`src/rtl/rsa_pkg.sv`:
```
// Shared constants and types for the RSA operand loader.
// Covers the word and address widths, the controller states and the operand word type.
package rsa_pkg;
  localparam int DATA_WIDTH = 32;
  localparam int ADDR_WIDTH = 5;
  localparam int WORDS      = 1 << ADDR_WIDTH;

  typedef enum logic [1:0] {IDLE, LOAD, DONE} state_t;

  typedef logic [DATA_WIDTH-1:0] rsa_word_t;
endpackage

```
`src/rtl/rsa_operand_loader_if.sv`:
```
// Operand stream, core read port and status flags of the RSA operand loader.
// The master side drives the stream and the core read address; the slave side is the loader.
interface rsa_operand_loader_if;
  import rsa_pkg::*;

  logic                  startInput;
  logic                  word_valid;
  rsa_word_t             m_input;
  rsa_word_t             e_input;
  rsa_word_t             n_input;
  logic                  core_release;
  logic [ADDR_WIDTH-1:0] rd_addr;
  rsa_word_t             rd_m;
  rsa_word_t             rd_e;
  rsa_word_t             rd_n;
  logic                  in_ready;
  logic                  loaded;
  logic [ADDR_WIDTH-1:0] e_top_word;
  logic                  e_zero;
  logic                  n_even_err;

  modport master (
    output startInput, word_valid, m_input, e_input, n_input, core_release, rd_addr,
    input  rd_m, rd_e, rd_n, in_ready, loaded, e_top_word, e_zero, n_even_err
  );

  modport slave (
    input  startInput, word_valid, m_input, e_input, n_input, core_release, rd_addr,
    output rd_m, rd_e, rd_n, in_ready, loaded, e_top_word, e_zero, n_even_err
  );
endinterface

```
`src/rtl/rsa_word_bank.sv`:
```
// Word-addressed register file with one write port and one registered read port.
// The storage array is not reset; a read of the address being written returns the old word.
module rsa_word_bank #(
  parameter int DATA_WIDTH = 32,
  parameter int ADDR_WIDTH = 5
) (
  input  logic                  clk,
  input  logic                  rst_n,
  input  logic                  we_i,
  input  logic [ADDR_WIDTH-1:0] waddr_i,
  input  logic [DATA_WIDTH-1:0] wdata_i,
  input  logic [ADDR_WIDTH-1:0] raddr_i,
  output logic [DATA_WIDTH-1:0] rdata_o
);
  logic [DATA_WIDTH-1:0] mem_q [2**ADDR_WIDTH];
  logic [DATA_WIDTH-1:0] rdata_q;

  always_ff @(posedge clk) begin
    if (we_i) mem_q[waddr_i] <= wdata_i;
  end

  always_ff @(posedge clk or negedge rst_n) begin
    if (!rst_n) rdata_q <= '0;
    else        rdata_q <= mem_q[raddr_i];
  end

  assign rdata_o = rdata_q;
endmodule

```
`src/rtl/rsa_operand_loader.sv`:
```
// Loads m/e/n operand words into three banks for the modular-exponentiation core.
// Tracks the top nonzero exponent word and flags an even modulus.
module rsa_operand_loader
  import rsa_pkg::*;
(
  input logic                 clk,
  input logic                 reset,
  rsa_operand_loader_if.slave bus
);
  state_t                state_q, state_d;
  logic [ADDR_WIDTH-1:0] wcnt_q, wcnt_d;
  logic [ADDR_WIDTH-1:0] e_top_q, e_top_d;
  logic                  e_zero_q, e_zero_d;
  logic                  n_even_q, n_even_d;
  logic                  accept;

  always_ff @(posedge clk or negedge reset) begin
    if (!reset) begin
      state_q  <= IDLE;
      wcnt_q   <= '0;
      e_top_q  <= '0;
      e_zero_q <= 1'b1;
      n_even_q <= 1'b0;
    end else begin
      state_q  <= state_d;
      wcnt_q   <= wcnt_d;
      e_top_q  <= e_top_d;
      e_zero_q <= e_zero_d;
      n_even_q <= n_even_d;
    end
  end

  always_comb begin
    state_d  = state_q;
    wcnt_d   = wcnt_q;
    e_top_d  = e_top_q;
    e_zero_d = e_zero_q;
    n_even_d = n_even_q;
    accept   = 1'b0;
    case (state_q)
      IDLE: begin
        // Flags restart from a clean slate on every new load.
        if (bus.startInput) begin
          state_d  = LOAD;
          wcnt_d   = '0;
          e_top_d  = '0;
          e_zero_d = 1'b1;
          n_even_d = 1'b0;
        end
      end
      LOAD: begin
        if (bus.word_valid) begin
          accept = 1'b1;
          wcnt_d = wcnt_q + 1'b1;
          if (bus.e_input != '0) begin
            e_top_d  = wcnt_q;
            e_zero_d = 1'b0;
          end
          if (wcnt_q == '0) n_even_d = ~bus.n_input[0];
          // Counter wraps to zero naturally as the last word is stored.
          if (&wcnt_q) state_d = DONE;
        end
      end
      DONE: begin
        if (bus.core_release) state_d = IDLE;
      end
      default: state_d = IDLE;
    endcase
  end

  rsa_word_bank #(.DATA_WIDTH(DATA_WIDTH), .ADDR_WIDTH(ADDR_WIDTH)) u_bank_m (
    .clk(clk), .rst_n(reset), .we_i(accept), .waddr_i(wcnt_q),
    .wdata_i(bus.m_input), .raddr_i(bus.rd_addr), .rdata_o(bus.rd_m)
  );

  rsa_word_bank #(.DATA_WIDTH(DATA_WIDTH), .ADDR_WIDTH(ADDR_WIDTH)) u_bank_e (
    .clk(clk), .rst_n(reset), .we_i(accept), .waddr_i(wcnt_q),
    .wdata_i(bus.e_input), .raddr_i(bus.rd_addr), .rdata_o(bus.rd_e)
  );

  rsa_word_bank #(.DATA_WIDTH(DATA_WIDTH), .ADDR_WIDTH(ADDR_WIDTH)) u_bank_n (
    .clk(clk), .rst_n(reset), .we_i(accept), .waddr_i(wcnt_q),
    .wdata_i(bus.n_input), .raddr_i(bus.rd_addr), .rdata_o(bus.rd_n)
  );

  assign bus.in_ready   = (state_q == LOAD);
  assign bus.loaded     = (state_q == DONE);
  assign bus.e_top_word = e_top_q;
  assign bus.e_zero     = e_zero_q;
  assign bus.n_even_err = n_even_q;
endmodule
```
`src/flat_wrapper.sv`:
```
// flat-port wrapper written by rule: the top's interface ports become plain ports
module rsa_operand_loader_flat import rsa_pkg::*;
  (clk, reset, bus_startInput, bus_word_valid, bus_m_input, bus_e_input, bus_n_input, bus_core_release, bus_rd_addr, bus_rd_m, bus_rd_e, bus_rd_n, bus_in_ready, bus_loaded, bus_e_top_word, bus_e_zero, bus_n_even_err);
  rsa_operand_loader_if bus_i ();
  input logic clk;
  input logic reset;
  input wire logic [$bits(bus_i.startInput)-1:0] bus_startInput;
  input wire logic [$bits(bus_i.word_valid)-1:0] bus_word_valid;
  input wire logic [$bits(bus_i.m_input)-1:0] bus_m_input;
  input wire logic [$bits(bus_i.e_input)-1:0] bus_e_input;
  input wire logic [$bits(bus_i.n_input)-1:0] bus_n_input;
  input wire logic [$bits(bus_i.core_release)-1:0] bus_core_release;
  input wire logic [$bits(bus_i.rd_addr)-1:0] bus_rd_addr;
  output wire logic [$bits(bus_i.rd_m)-1:0] bus_rd_m;
  output wire logic [$bits(bus_i.rd_e)-1:0] bus_rd_e;
  output wire logic [$bits(bus_i.rd_n)-1:0] bus_rd_n;
  output wire logic [$bits(bus_i.in_ready)-1:0] bus_in_ready;
  output wire logic [$bits(bus_i.loaded)-1:0] bus_loaded;
  output wire logic [$bits(bus_i.e_top_word)-1:0] bus_e_top_word;
  output wire logic [$bits(bus_i.e_zero)-1:0] bus_e_zero;
  output wire logic [$bits(bus_i.n_even_err)-1:0] bus_n_even_err;
  assign bus_i.startInput = bus_startInput;
  assign bus_i.word_valid = bus_word_valid;
  assign bus_i.m_input = bus_m_input;
  assign bus_i.e_input = bus_e_input;
  assign bus_i.n_input = bus_n_input;
  assign bus_i.core_release = bus_core_release;
  assign bus_i.rd_addr = bus_rd_addr;
  assign bus_rd_m = bus_i.rd_m;
  assign bus_rd_e = bus_i.rd_e;
  assign bus_rd_n = bus_i.rd_n;
  assign bus_in_ready = bus_i.in_ready;
  assign bus_loaded = bus_i.loaded;
  assign bus_e_top_word = bus_i.e_top_word;
  assign bus_e_zero = bus_i.e_zero;
  assign bus_n_even_err = bus_i.n_even_err;
  rsa_operand_loader u_core (.clk(clk), .reset(reset), .bus(bus_i));
endmodule
```
`config.mk`:
```
export PLATFORM = sky130hd
export DESIGN_NAME = rsa_operand_loader_flat
export DESIGN_NICKNAME = d
export VERILOG_FILES = /design/src/rtl/rsa_pkg.sv /design/src/rtl/rsa_operand_loader_if.sv /design/src/rtl/rsa_word_bank.sv /design/src/rtl/rsa_operand_loader.sv /design/src/flat_wrapper.sv
export SDC_FILE = /design/constraint.sdc
export NUM_CORES = 2
export LEC_CHECK = 0
export BUFFER_PORTS_ARGS = -buffer_cell sky130_fd_sc_hd__buf_2
export CORE_MARGIN = 1.5
export CORE_UTILIZATION = 63
export CTS_BUF_LIST = sky130_fd_sc_hd__clkbuf_4 sky130_fd_sc_hd__clkbuf_8
export DETAILED_ROUTE_END_ITERATION = 6
export MAX_ROUTING_LAYER = met4
export PLACE_DENSITY = 0.8
export SLEW_MARGIN = 25
export SYNTH_ARGS = -nofsm -noshare
export SYNTH_HDL_FRONTEND = slang
export SYNTH_SLANG_ARGS = --single-unit
```
`constraint.sdc`:
```
create_clock -name clk -period 13.9 [get_ports clk]
set_clock_uncertainty 0.2 [all_clocks]
set_input_delay 2.78 -clock clk [delete_from_list [all_inputs] [get_ports clk]]
set_output_delay 2.78 -clock clk [all_outputs]
set_load 0.01 [all_outputs]
```
---- Yosys cells after proc, flatten, opt, wreduce, memory -nomap -nowiden ----
Memories as Yosys holds them, arrays and structs flattened. A register that Yosys moved wholly into a read port is not among the register bits.
Cells that the tools add are included.
storage, ports and cells
  flip-flop bits (word level) ............. 14
  RAM bits ................................ 3072
  output and inout port bits .............. 105
  memories kept ........................... 3
memories
  name                   words  width  rd ports  clocked after memory_dff  write ports  RTL line             RTL
  u_core.u_bank_e.mem_q  32     32     1         1                         1            rsa_word_bank.sv:15  logic [DATA_WIDTH-1:0] mem_q [2**ADDR_WIDTH];
  u_core.u_bank_m.mem_q  32     32     1         1                         1            rsa_word_bank.sv:15
  u_core.u_bank_n.mem_q  32     32     1         1                         1            rsa_word_bank.sv:15
cells by class
  $add $sub $neg .......................... 1
  eq/ne operators ......................... 8
  multiplexer cells ....................... 23
  bitwise operators ....................... 1
  reduce and logical (&&, ||, !) cells .... 12
operators with widths
  operator                                                                 number
  32-bit nonzero test                                                      1
  5-bit 2-to-1 mux                                                         4
  5-bit case mux with 2 select lines                                       2
  4-bit AND reduction                                                      3
  1-bit 2-to-1 mux                                                         10
  2-bit 2-to-1 mux                                                         4
  2-bit by 1-bit inequality test with 1-bit output, second input constant  3
  2-bit inequality test, second input constant                             3
  2-bit case mux with 3 select lines                                       1
  5-bit by 1-bit adder with 5-bit output, second input constant            1
  5-bit zero test                                                          1
  5-bit AND reduction                                                      1
  1-bit case mux with 2 select lines                                       2
  1-bit zero test                                                          3
  3-bit AND reduction                                                      1
  2-bit by 1-bit equality test with 1-bit output, second input constant    1
  2-bit equality test, second input constant                               1
  2-bit zero test                                                          1
  2-bit nonzero test                                                       1
  1-bit inverter                                                           1

---- Longest topological paths before layout ----
  depth in word-level cells ............... 4
  depth in mapped cells ................... 9

---- Hierarchy ----
From an unflattened synthesis, not the netlist that was laid out.
second synthesis, totals
  cell total of the unflattened synthesis .. 6852
  area, all modules ....................... 122697.7 µm²
modules (own cells, without submodules)
  module              instances  cells each  area an instance (µm²)  seq. area each (µm²)
  rsa_word_bank       3          2260        40647.7                 31550.3
  rsa_operand_loader  1          72          754.5                   351.6

---- Worst setup path before layout ----
Ideal clock, no wire load.
  kind .................................... input to register
  from .................................... in bus_word_valid
  to ...................................... mem u_core.u_bank_e.mem_q[15][0] (enable)
  setup time .............................. 552 ps
  arrival ................................. 7374 ps
  required time ........................... 13148 ps
  setup slack ............................. 5774 ps
  cell stages on the path ................. 4
  path through ............................ and3b_1 > clkbuf_1 > nand2_1 > nor2_1
between the ends
  longest elaborated chain between the ends .. 4
RTL lines
  item                                    RTL line                  RTL
  start, declared                         flat_wrapper.sv:8         input wire logic [$bits(bus_i.word_valid)-1:0] bus_word_valid;
  1-bit 2-to-1 mux                        rsa_operand_loader.sv:52  if (bus.word_valid) begin
  1-bit 2-to-1 mux                        rsa_operand_loader.sv:40  case (state_q)
  1-bit 2-to-1 mux                        rsa_word_bank.sv:19       if (we_i) mem_q[waddr_i] <= wdata_i;
  1-bit 2-to-1 mux (not written as such)  rsa_word_bank.sv:19
  end, declared                           rsa_word_bank.sv:15
No other way between the ends.

---- Worst setup path after layout ----
  from .................................... in bus_word_valid
  to ...................................... mem u_core.u_bank_m.mem_q[10][13] (enable)
between the ends
  longest elaborated chain between the ends .. 4
RTL lines
  item                                    RTL line
  1-bit 2-to-1 mux                        rsa_operand_loader.sv:52
  1-bit 2-to-1 mux                        rsa_operand_loader.sv:40
  1-bit 2-to-1 mux                        rsa_word_bank.sv:19
  1-bit 2-to-1 mux (not written as such)  rsa_word_bank.sv:19
  end, declared                           rsa_word_bank.sv:15
No other way between the ends.

==> metrics <==
status=completed; startpoint type of the worst setup path=input port; WP data required=14.35 ns; arrival time at the worst endpoint=6.43 ns; DR vias=58.7k; drt drc=0; top sig layer=met4; unrepaired setup endpoints after global routing=no; CORE AREA=0.186 sq mm; PwrDens=154 mW/mm^2; max-slew violation count=0; Met1 Wirelength=98.4 mm; Skew-Pair Late Insertion Delay=1.11 ns; gpl congestion=0.786; Post-Synthesis Cell Area=0.118 sq mm; Post-Syn Nets=4990; DP HPWL=145 mm; met3 wire len=35.1 mm; antenna violations before repair=31; Worst Hold Class=flop to flop; Period minus WS final=5.98 ns; Most used DFF post-synth=edfxtp_1; Worst Setup Path Type=input port to flop; Root Buffer=clkbuf_8; vias in the first global route=59.6k; synthesis-stage register bit count=3182; pre-CTS setup slack=6.83 ns; clock net sink count=3182; Worst Setup Slack, final=7.92 ns; relative slew slack=23.7%; Power, Total=20300 uW; IO Pins=211; Tot GR Track Use=32.1%; Port Buf Inserts=210; nets@finish=5528; met2 wire length=148 mm; synth unique cells=50; Resized cells post-CTS=0; CTS Hold Buffers Added=0; ANT nets after route=0; Max-Cap Viols=0; Worst-path clk slew=0.06 ns; Die W=435 um; Die H=435 um; Worst-Margin Slew=1.14 ns; Post-CTS Setup Repair Bufs=0; total of warnings raised by yosys=0; Max Fanout on Critical Path=40; layout cells sized above 1=32.5%; first-pass GRT wire length=418 mm; crit end category=flop; vias per cell=7.05; crit share post-route=43.1%; CTS Buffer Depth=4; fraction of registers with async set/reset=3.46%; TritonRoute pass-1 iters=6; EDFF count, synth=3072; Hold Fails Final Rpt=0; total CTS buffers=475; post-synthesis sequential area ratio=80.7%; Routed WL=294 mm; total grt overflow=0; Pleak=0.0417 uW; Starting Density=63.4%; H-tree depth=5; wire per inst=35.3 um; largest net degree at the start of global routing=154; Core Rows=158; First DRT Iteration DRCs=9428; area grow syn2layout=11.7%; TNS Setup=0 ns; # setup viols final=0; Cells after Synth=4879; TritonCTS clock tree=built; peak supply drop=0.000128 V; average cell area after synthesis=24.1 sq um; die area=0.190 sq mm; Fmax=167 MHz
per-stage QoR:
step           std cells  utilization (%)  hold WS (ns)  area (sq um)
6_report            8321             70.9         0.270        132000
5_1_grt             8319             70.9         0.293        132000
4_1_cts             8289             70.8         0.271        131000
3_5_place_dp        7416             65.6         0.261        122000
3_3_place_gp        7416             65.6         0.259        122000
2_1_floorplan       4879                -         0.252        118000
synthesized netlist by cell type (4+ instances only):
library cell,number,area share (%)
nand3_1,10,0.043
a2111oi_1,4,0.034
a22o_1,10,0.074
ha_1,5,0.053
a22oi_1,22,0.14
dfrtp_1,109,2.3
a21o_1,5,0.032
buf_4,70,0.45
nand2_1,16,0.051
nor4_1,91,0.48
mux2_2,8,0.077
nand3b_1,7,0.045
o211ai_1,4,0.026
inv_1,4,0.013
o22ai_1,352,1.9
mux2i_1,53,0.45
nand4_1,5,0.027
clkbuf_1,65,0.21
buf_6,12,0.11
nor2_1,41,0.13
nor3_1,6,0.026
mux4_2,742,14
edfxtp_1,3072,78
o21ai_0,4,0.017
nor2b_1,11,0.058
buf_1,7,0.022
buf_2,107,0.45
kinds of logic (layout without fill, tap and decap cells):
family / Yosys count / count (layout) / share of synthesized area [%]
flops: 3182 / 3182 / 80.7
mux: 803 / 803 / 14.7
compound gates: 412 / 412 / 2.26
buf+inv: 265 / 1199 / 1.26
simple gates: 210 / 210 / 1.02
fa+ha+maj: 5 / 5 / 0.0531
xor+xnor: 2 / 2 / 0.0149
other cells: 0 / 28 / 0
critical path: stages:
cell	delay (ns)
buf_2	0.11
and3b_1	0.33
nand2_1	0.49
nor2_4	0.90
buf_4	0.83
buf_4	0.83
cell type report:
| class | instances | area (sq um) |
|---|---|---|
| Antenna cell | 28 | 70.1 |
| Clock buffer | 710 | 8680 |
| Clock inverter | 163 | 946 |
| Fill cell | 9751 | 54100 |
| Inverter | 4 | 15.0 |
| Multi-Input combinational cell | 1432 | 21600 |
| Sequential cell | 3182 | 95000 |
| Tap cell | 2480 | 3100 |
| Timing Repair Buffer | 322 | 2180 |
flip-flops by register name, indices dropped and copies added, names as in the netlist:
signal,flops
u_core.bus.n_even_err,1
u_core.u_bank_n.mem_q,1024
u_core.bus.e_zero,1
u_core.u_bank_m.rdata_o,32
u_core.wcnt_q,5
u_core.u_bank_m.mem_q,1024
u_core.u_bank_e.rdata_o,32
u_core.u_bank_n.rdata_o,32
u_core.state_q,2
u_core.u_bank_e.mem_q,1024
u_core.bus.e_top_word,5
cells in the final DEF (no fill, tap or decap), types with 22 or more instances in the layout:
master	count
mux4_2	742
dfrtp_1	109
clkbuf_4	175
nor4_1	90
clkinv_1	96
o22ai_1	352
buf_2	207
clkbuf_8	536
buf_4	92
diode_2	28
mux2i_1	53
nor2_4	32
a22oi_1	22
edfxtp_1	3072
clkinv_2	45
worst paths after layout:
path | endpoint | start | slack [ns] | cells past startpoint
max in group asynchronous | u_core.u_bank_m.rdata_o[15]$_DFF_PN0_ | reset | 10.52 | 2
min | u_core.bus.e_zero$_DFFE_PN1P_ | u_core.bus.e_zero$_DFFE_PN1P_ | 0.27 | 2
min in group asynchronous | u_core.u_bank_e.rdata_o[20]$_DFF_PN0_ | reset | 1.50 | 1
min reg2reg | u_core.bus.e_zero$_DFFE_PN1P_ | u_core.bus.e_zero$_DFFE_PN1P_ | 0.27 | 2
max reg2reg | u_core.u_bank_m.mem_q[10][13]$_DFFE_PP_ | u_core.state_q[1]$_DFFE_PN0P_ | 9.21 | 5
max | u_core.u_bank_m.mem_q[10][13]$_DFFE_PP_ | bus_word_valid | 7.92 | 6
metal layers:
metal	vias to the layer above	track usage (%)
met4	0	14.1
met2	5077	50.3
met1	30400	41.4
met3	792	6.55
met5	-	-
li1	22400	-
report_power, final:
| part | switching [uW] | total, uW | leakage (uW) | internal (uW) |
|---|---|---|---|---|
| clock | 3490 | 7610 | 0.00512 | 4130 |
| combinational | 1010 | 1470 | 0.00761 | 458 |
| sequential | 169 | 11200 | 0.0289 | 11100 |
Power figures use the tool's default switching activity.
